File: config.mk
export PLATFORM = sky130hd
export DESIGN_NAME = rot_tile_buffer
export DESIGN_NICKNAME = d
export VERILOG_FILES = /design/src/rtl/rtb_pkg.sv /design/src/rtl/rtb_addr_map.sv /design/src/rtl/rot_tile_buffer.sv
export SDC_FILE = /design/constraint.sdc
export NUM_CORES = 1
export LEC_CHECK = 0
export CORE_MARGIN = 3
export CORE_UTILIZATION = 59
export DETAILED_ROUTE_END_ITERATION = 12
export GPL_ROUTABILITY_DRIVEN = 0
export PLACE_DENSITY_LB_ADDON = 0.3
export SYNTH_ARGS = -nofsm -noshare
export SYNTH_HDL_FRONTEND = slang
export SYNTH_HIERARCHICAL = 1
export SYNTH_SLANG_ARGS = --single-unit
File: constraint.sdc
create_clock -name I_RTB_HCLK -period 4.51 [get_ports I_RTB_HCLK]
set_input_delay 0.451 -clock I_RTB_HCLK [delete_from_list [all_inputs] [get_ports I_RTB_HCLK]]
set_output_delay 0.451 -clock I_RTB_HCLK [all_outputs]
set_load 0.05 [all_outputs]
File: src/rtl/rtb_pkg.sv
// rtb_pkg: rotation mode/direction encodings and quarter-turn reduction
package rtb_pkg;
  typedef enum logic [1:0] {ROT_0 = 2'd0, ROT_90 = 2'd1, ROT_180 = 2'd2, ROT_270 = 2'd3} rot_mode_e;
  typedef enum logic {DIR_CW = 1'b0, DIR_CCW = 1'b1} rot_dir_e;
  function automatic logic [1:0] rtb_k(input logic dir, input logic [1:0] mode);
    return dir == DIR_CCW ? 2'(2'd0 - mode) : mode;
  endfunction
endpackage

File: src/rtl/rtb_addr_map.sv
// rtb_addr_map: output raster index to source index for k clockwise quarter-turns
module rtb_addr_map import rtb_pkg::*; #(
  parameter int TILE = 4,
  localparam int LW = $clog2(TILE),
  localparam int IW = 2 * LW
) (
  input  logic [IW-1:0] i_idx,
  input  logic [1:0]    i_k,
  output logic [IW-1:0] o_src
);
  logic [LW-1:0] r, c;
  // N-1-x is the bitwise complement because N is a power of two
  always_comb begin
    r = i_idx[IW-1:LW];
    c = i_idx[LW-1:0];
    o_src = i_k == ROT_0 ? i_idx : i_k == ROT_90 ? {~c, r} : i_k == ROT_180 ? {~r, ~c} : {c, ~r};
  end
endmodule

File: src/rtl/rot_tile_buffer.sv
// rot_tile_buffer: ping-pong square tile buffer with streamed rotated readout
module rot_tile_buffer import rtb_pkg::*; #(
  parameter int PIX_W = 24,
  parameter int TILE  = 4,
  parameter int CNT_W = 16
) (
  input  logic             I_RTB_HCLK,
  input  logic             I_RTB_RESET,
  input  logic [1:0]       I_RTB_MODE,
  input  logic             I_RTB_DIR,
  input  logic             I_RTB_IN_VALID,
  output logic             O_RTB_IN_READY,
  input  logic [PIX_W-1:0] I_RTB_IN_PIXEL,
  output logic             O_RTB_OUT_VALID,
  input  logic             I_RTB_OUT_READY,
  output logic [PIX_W-1:0] O_RTB_OUT_PIXEL,
  output logic             O_RTB_OUT_LAST,
  output logic             O_RTB_TILE_DONE,
  output logic [CNT_W-1:0] O_RTB_TILE_CNT,
  output logic             O_RTB_BUSY
);
  localparam int LW = $clog2(TILE);
  localparam int IW = 2 * LW;
  localparam logic [IW-1:0] LAST_IDX = '1;
  logic             wbank_q, wbank_d, rbank_q, rbank_d;
  logic [IW-1:0]    wcnt_q, wcnt_d, rcnt_q, rcnt_d, src;
  logic [1:0]       full_q, full_d;
  logic [2:0]       mode_q [2];
  logic [2:0]       mode_d [2];
  logic             done_q, done_d;
  logic [CNT_W-1:0] cnt_q, cnt_d;
  logic [PIX_W-1:0] mem_q [2][TILE*TILE];
  logic             in_fire, out_fire, out_last, wr_end, rd_end, mode_ld;
  logic [1:0]       k;
  // handshakes, bank bookkeeping and latched per-bank rotation
  always_comb begin
    in_fire = I_RTB_IN_VALID & ~full_q[wbank_q];
    out_fire = full_q[rbank_q] & I_RTB_OUT_READY;
    out_last = full_q[rbank_q] & (rcnt_q == LAST_IDX);
    wr_end = in_fire & (wcnt_q == LAST_IDX);
    rd_end = out_fire & out_last;
    wcnt_d = in_fire ? wcnt_q + IW'(1) : wcnt_q;
    rcnt_d = out_fire ? rcnt_q + IW'(1) : rcnt_q;
    wbank_d = wbank_q ^ wr_end;
    rbank_d = rbank_q ^ rd_end;
    full_d = (full_q & ~(2'(rd_end) << rbank_q)) | (2'(wr_end) << wbank_q);
    mode_ld = in_fire & (wcnt_q == '0);
    mode_d[0] = mode_ld & ~wbank_q ? {I_RTB_DIR, I_RTB_MODE} : mode_q[0];
    mode_d[1] = mode_ld & wbank_q ? {I_RTB_DIR, I_RTB_MODE} : mode_q[1];
    done_d = rd_end;
    cnt_d = cnt_q + CNT_W'(rd_end);
    k = rtb_k(mode_q[rbank_q][2], mode_q[rbank_q][1:0]);
  end
  // control state register
  always_ff @(posedge I_RTB_HCLK) begin
    if (I_RTB_RESET) begin
      wbank_q <= 1'b0;
      rbank_q <= 1'b0;
      wcnt_q <= '0;
      rcnt_q <= '0;
      full_q <= '0;
      mode_q[0] <= '0;
      mode_q[1] <= '0;
      done_q <= 1'b0;
      cnt_q <= '0;
    end else begin
      wbank_q <= wbank_d;
      rbank_q <= rbank_d;
      wcnt_q <= wcnt_d;
      rcnt_q <= rcnt_d;
      full_q <= full_d;
      mode_q[0] <= mode_d[0];
      mode_q[1] <= mode_d[1];
      done_q <= done_d;
      cnt_q <= cnt_d;
    end
  end
  // pixel storage is written in input raster order and never reset
  always_ff @(posedge I_RTB_HCLK) begin
    if (in_fire) mem_q[wbank_q][wcnt_q] <= I_RTB_IN_PIXEL;
  end
  rtb_addr_map #(.TILE(TILE)) u_addr_map (
    .i_idx (rcnt_q),
    .i_k   (k),
    .o_src (src)
  );
  assign O_RTB_IN_READY  = ~full_q[wbank_q];
  assign O_RTB_OUT_VALID = full_q[rbank_q];
  assign O_RTB_OUT_PIXEL = mem_q[rbank_q][src];
  assign O_RTB_OUT_LAST  = out_last;
  assign O_RTB_TILE_DONE = done_q;
  assign O_RTB_TILE_CNT  = cnt_q;
  assign O_RTB_BUSY      = (|full_q) | (wcnt_q != '0);
endmodule

==> key figures <==
Logic synthesis
  • Post-synthesis mux area share: 12.33%
  • Register area share after synthesis: 75.20%
  • Synth Cell Area: 31680 µm²
  • Yosys synthesis warning count: 6
  • Gate Count Post-Synth: 1859
  • Post-synthesis adder-cell area fraction: 0.4344%
  • Main combinational cell family by area after synthesis: multiplexers
  • #FFs+latches synth: between 800 and 900
  • Syn_nets: 1901
  • Post-Synth XOR/XNOR Area: less than 1%
  • Synth Area in Compound Gates: ~4.8%
  • Yosys cell types: 40
  • Mean Syn Cell Area: 17.04 µm²
  • Post-Synth Simple-Gate Area: 4.348%

Placement
  • Pre-CTS WS: ~430 ps
  • Dpl hpwl: 38590 µm
  • Input/output buffers: 75

Die
  • Core ar.: roughly 53000 µm²
  • Num rows: 84
  • Starting Density: about three fifths
  • Die X: 237.7 µm
  • Top Ports: 76
  • Die Y: roughly 240 µm
  • Area of the die: between 50000 and 60000 µm²

STA
  • Fin. Hold Viols: 0
  • Peak Freq: between 0.2 and 0.25 GHz
  • Slew HR: between 10% and 20%
  • Period utilisation layout: between 90 and 100%
  • Max Slew Vio Count: 0
  • Tightest Pin Transition: 1272 ps
  • # setup viols final: 0
  • Hold_ws: 519.9 ps
  • Setup WS post-layout: 176.6 ps
  • RSZ-0062 raised after global routing: no
  • Post-Route Skew: 16.72 ps
  • Final min period: 4333 ps
  • Setup TNS: 0 ps

Clock network
  • Sink Count: around 800
  • Root Driver: clkbuf_16
  • Skew-Pair Late Insertion Delay: 630 ps
  • Total CTS buffers: 79
  • H-tree depth: 3
  • Clock Path Buffers: 3
  • CTS tree: yes
  • Reg clk slew, reported paths: approximately 60 ps

Final layout
  • Share of cells above drive strength 1: 12.71%
  • Area Overhead vs Synth: 14.06%
  • Nets@finish: between 2000 and 2500
  • Final core utilization: 68.35%
  • Filler cells: 3322
  • Multi-input gate area: between 7000 and 8000 µm²
  • Register area: ~24000 µm²

Drt
  • DR DRC count: 0
  • Initial DRC Count: 2007
  • Routed Antenna Nets: 0
  • Vias: 17097
  • Pre-Repair DR Iteration Count: 5
  • Vias per cell: 6.272
  • Wire length per cell: approximately 27 µm
  • Final Routed Wirelength: 72270 µm

Min path
  • Hold Path Class: input pin to flip-flop

Global routing
  • Antenna violations before repair: 3
  • Number of global-route vias before repair: 16944
  • Pin count of the biggest net entering global routing: between 70 and 80
  • Global route total overflow: 0
  • Tot GR Track Use: 25.71%
  • First-pass GRT wire length: 106600 µm

Worst setup path
  • Reg2Reg Setup Slack: 1610 ps
  • Worst path max stage delay: 460 ps
  • CP Launch Type: flip-flop
  • Slowest-stage cell, CP: dfxtp_4
  • Crit-path cells: mux2_2 > mux2i_1 > xnor2_2 > nor2b_4 > buf_12 > buf_4 > a21oi_1 > nand3_1 > nand3_1 > buf_12
  • Worst Path Max Fanout: 73
  • Worst setup EP type: output pin
  • Critical path type: flip-flop to output pin
  • Worst EP arrival: 3880 ps
  • Critical Path RT: 4060 ps

Status
  • Outcome: finished clean

Power
  • Peak VDD IR: 0.0003299 V
  • Pwr dens: roughly 470 nW/µm²
  • Pleak: 12.05 nW

Flow run
  • Max Cap Violations: 0
==> cells in the mapped netlist <==
library cell    n  share of area (%)
nor4_4          3               0.20
nor3_1         29               0.46
buf_2          43               0.68
or3_1           1              0.020
nand3b_1        4              0.095
nor2_1         56               0.66
mux2i_1       388                 12
and3_1          2              0.039
clkbuf_4        1              0.024
clkbuf_1       22               0.26
o21ai_0         1              0.016
buf_4          18               0.43
a22oi_1        72                1.7
buf_1           2              0.024
or2_2           1              0.020
nor4_1          1              0.020
a21oi_1        78                1.2
mux2_2          2              0.071
nand2_1        87                1.0
o21ai_1         1              0.016
nor2b_1         6               0.12
buf_6          19               0.68
dfxtp_1        29                1.8
nor4_2          1              0.039
nand2_2         2              0.039
inv_1           9               0.11
nor2_2          1              0.020
clkbuf_2        2              0.032
ha_1           11               0.43
a31oi_1        24               0.47
nand2_4         1              0.036
xnor2_1        13               0.36
xor2_1         12               0.33
nand2b_1        2              0.039
a22o_1         48                1.3
edfxtp_1      774                 73
and2_1          5              0.099
nand3_1        83                1.3
nand4_1         3              0.059
or2_1           2              0.039
==> through the flow <==
| step | cells | power [mW] | instance area (µm²) |
|---|---|---|---|
| 2_1_floorplan | 1859 | 9.929 | 31680 |
| 3_3_place_gp | 2578 | 10.86 | 33500 |
| 3_5_place_dp | 2578 | 10.89 | 33500 |
| 4_1_cts | 2725 | 17.14 | 36090 |
| 5_1_grt | 2726 | 17.59 | 36140 |
| 6_report | 2726 | 17.10 | 36140 |
==> worst max-delay path, delay by kind of cell (launching register included) <==
kind / cells / cell delay [ps]
muxes: 2 / 590
and+or+nand+nor: 3 / 610
buffers and inverters: 3 / 1020
AOI/OAI and AO/OA: 1 / 120
DFF: 1 / 460
xor gates and xnor gates: 1 / 400
==> timing repair <==
item,CTS,global route
cloned,2,0
endpoints found under the hold margin,0,0
pin swaps,3,0
setup endpoints to repair,24,23
resized for setup,12,8
setup buffers,2,0
hold buffers,0,0
==> placed cells by master (no fill, tap or decap), drive strengths merged, types with 6 or more instances in the layout <==
cell type and count:
a21oi 78, nor2 57, nand3 83, dfxtp 29, mux2i 388, a22oi 72, and2 6, clkdlybuf4s50 51
nor2b 6, a22o 48, inv 13, clkinv 31, xnor2 13, nor3 29, nand2 90, clkbuf 99
buf 89, a31oi 24, ha 11, edfxtp 774, xor2 12
==> per-layer routing <==
metal  wire length [µm]  GRT usage, %  vias up
met5                 13             0        -
met4               2136         9.145        2
met3               7135         5.708      145
met2              34230         40.87      849
met1              28750         35.61     8601
li1                   -             -     7500
==> flip-flops by register name (all words and copies together) (netlist names) <==
| register | cells |
|---|---|
| mem_q | 768 |
| O_RTB_TILE_CNT | 16 |
| mode_q | 6 |
| rcnt_q | 4 |
| wcnt_q | 4 |
| full_q | 2 |
| O_RTB_TILE_DONE | 1 |
| rbank_q | 1 |
| wbank_q | 1 |
==> layout make-up <==
class	instances	area share, %
timing repair buffer	141	4.418
clock buffer	99	5.914
tap	688	2.382
clock inverter	44	0.9037
multi-input combinational	941	20.35
antenna	1	0.006925
sequential	803	65.94
inverter	9	0.09349
==> path summary, 6_finish.rpt <==
check / from / endpoint / cells past startpoint
min: I_RTB_OUT_READY / rcnt_q[1] / 3
min reg2reg: O_RTB_TILE_CNT[15] / O_RTB_TILE_CNT[15] / 2
max: rbank_q / O_RTB_OUT_PIXEL[8] / 10
max reg2reg: wbank_q / mem_q[0][133] / 5
==> kinds of logic after synthesis <==
kind of cell | count (synthesis)
flip-flops | 803
buffers and inverters | 116
adder cells (fa/ha/maj) | 11
XOR/XNOR | 25
multiplexers | 390
AND/OR/NAND/NOR | 290
AO/OA/AOI/OAI | 224
==> where the power goes <==
group	switching [mW]	internal [mW]
registers	0.0127	8.23
clock network	2.69	3.59
logic	1.59	0.986
total	4.29	12.8
No activity file was read; power rests on OpenSTA's default activity.
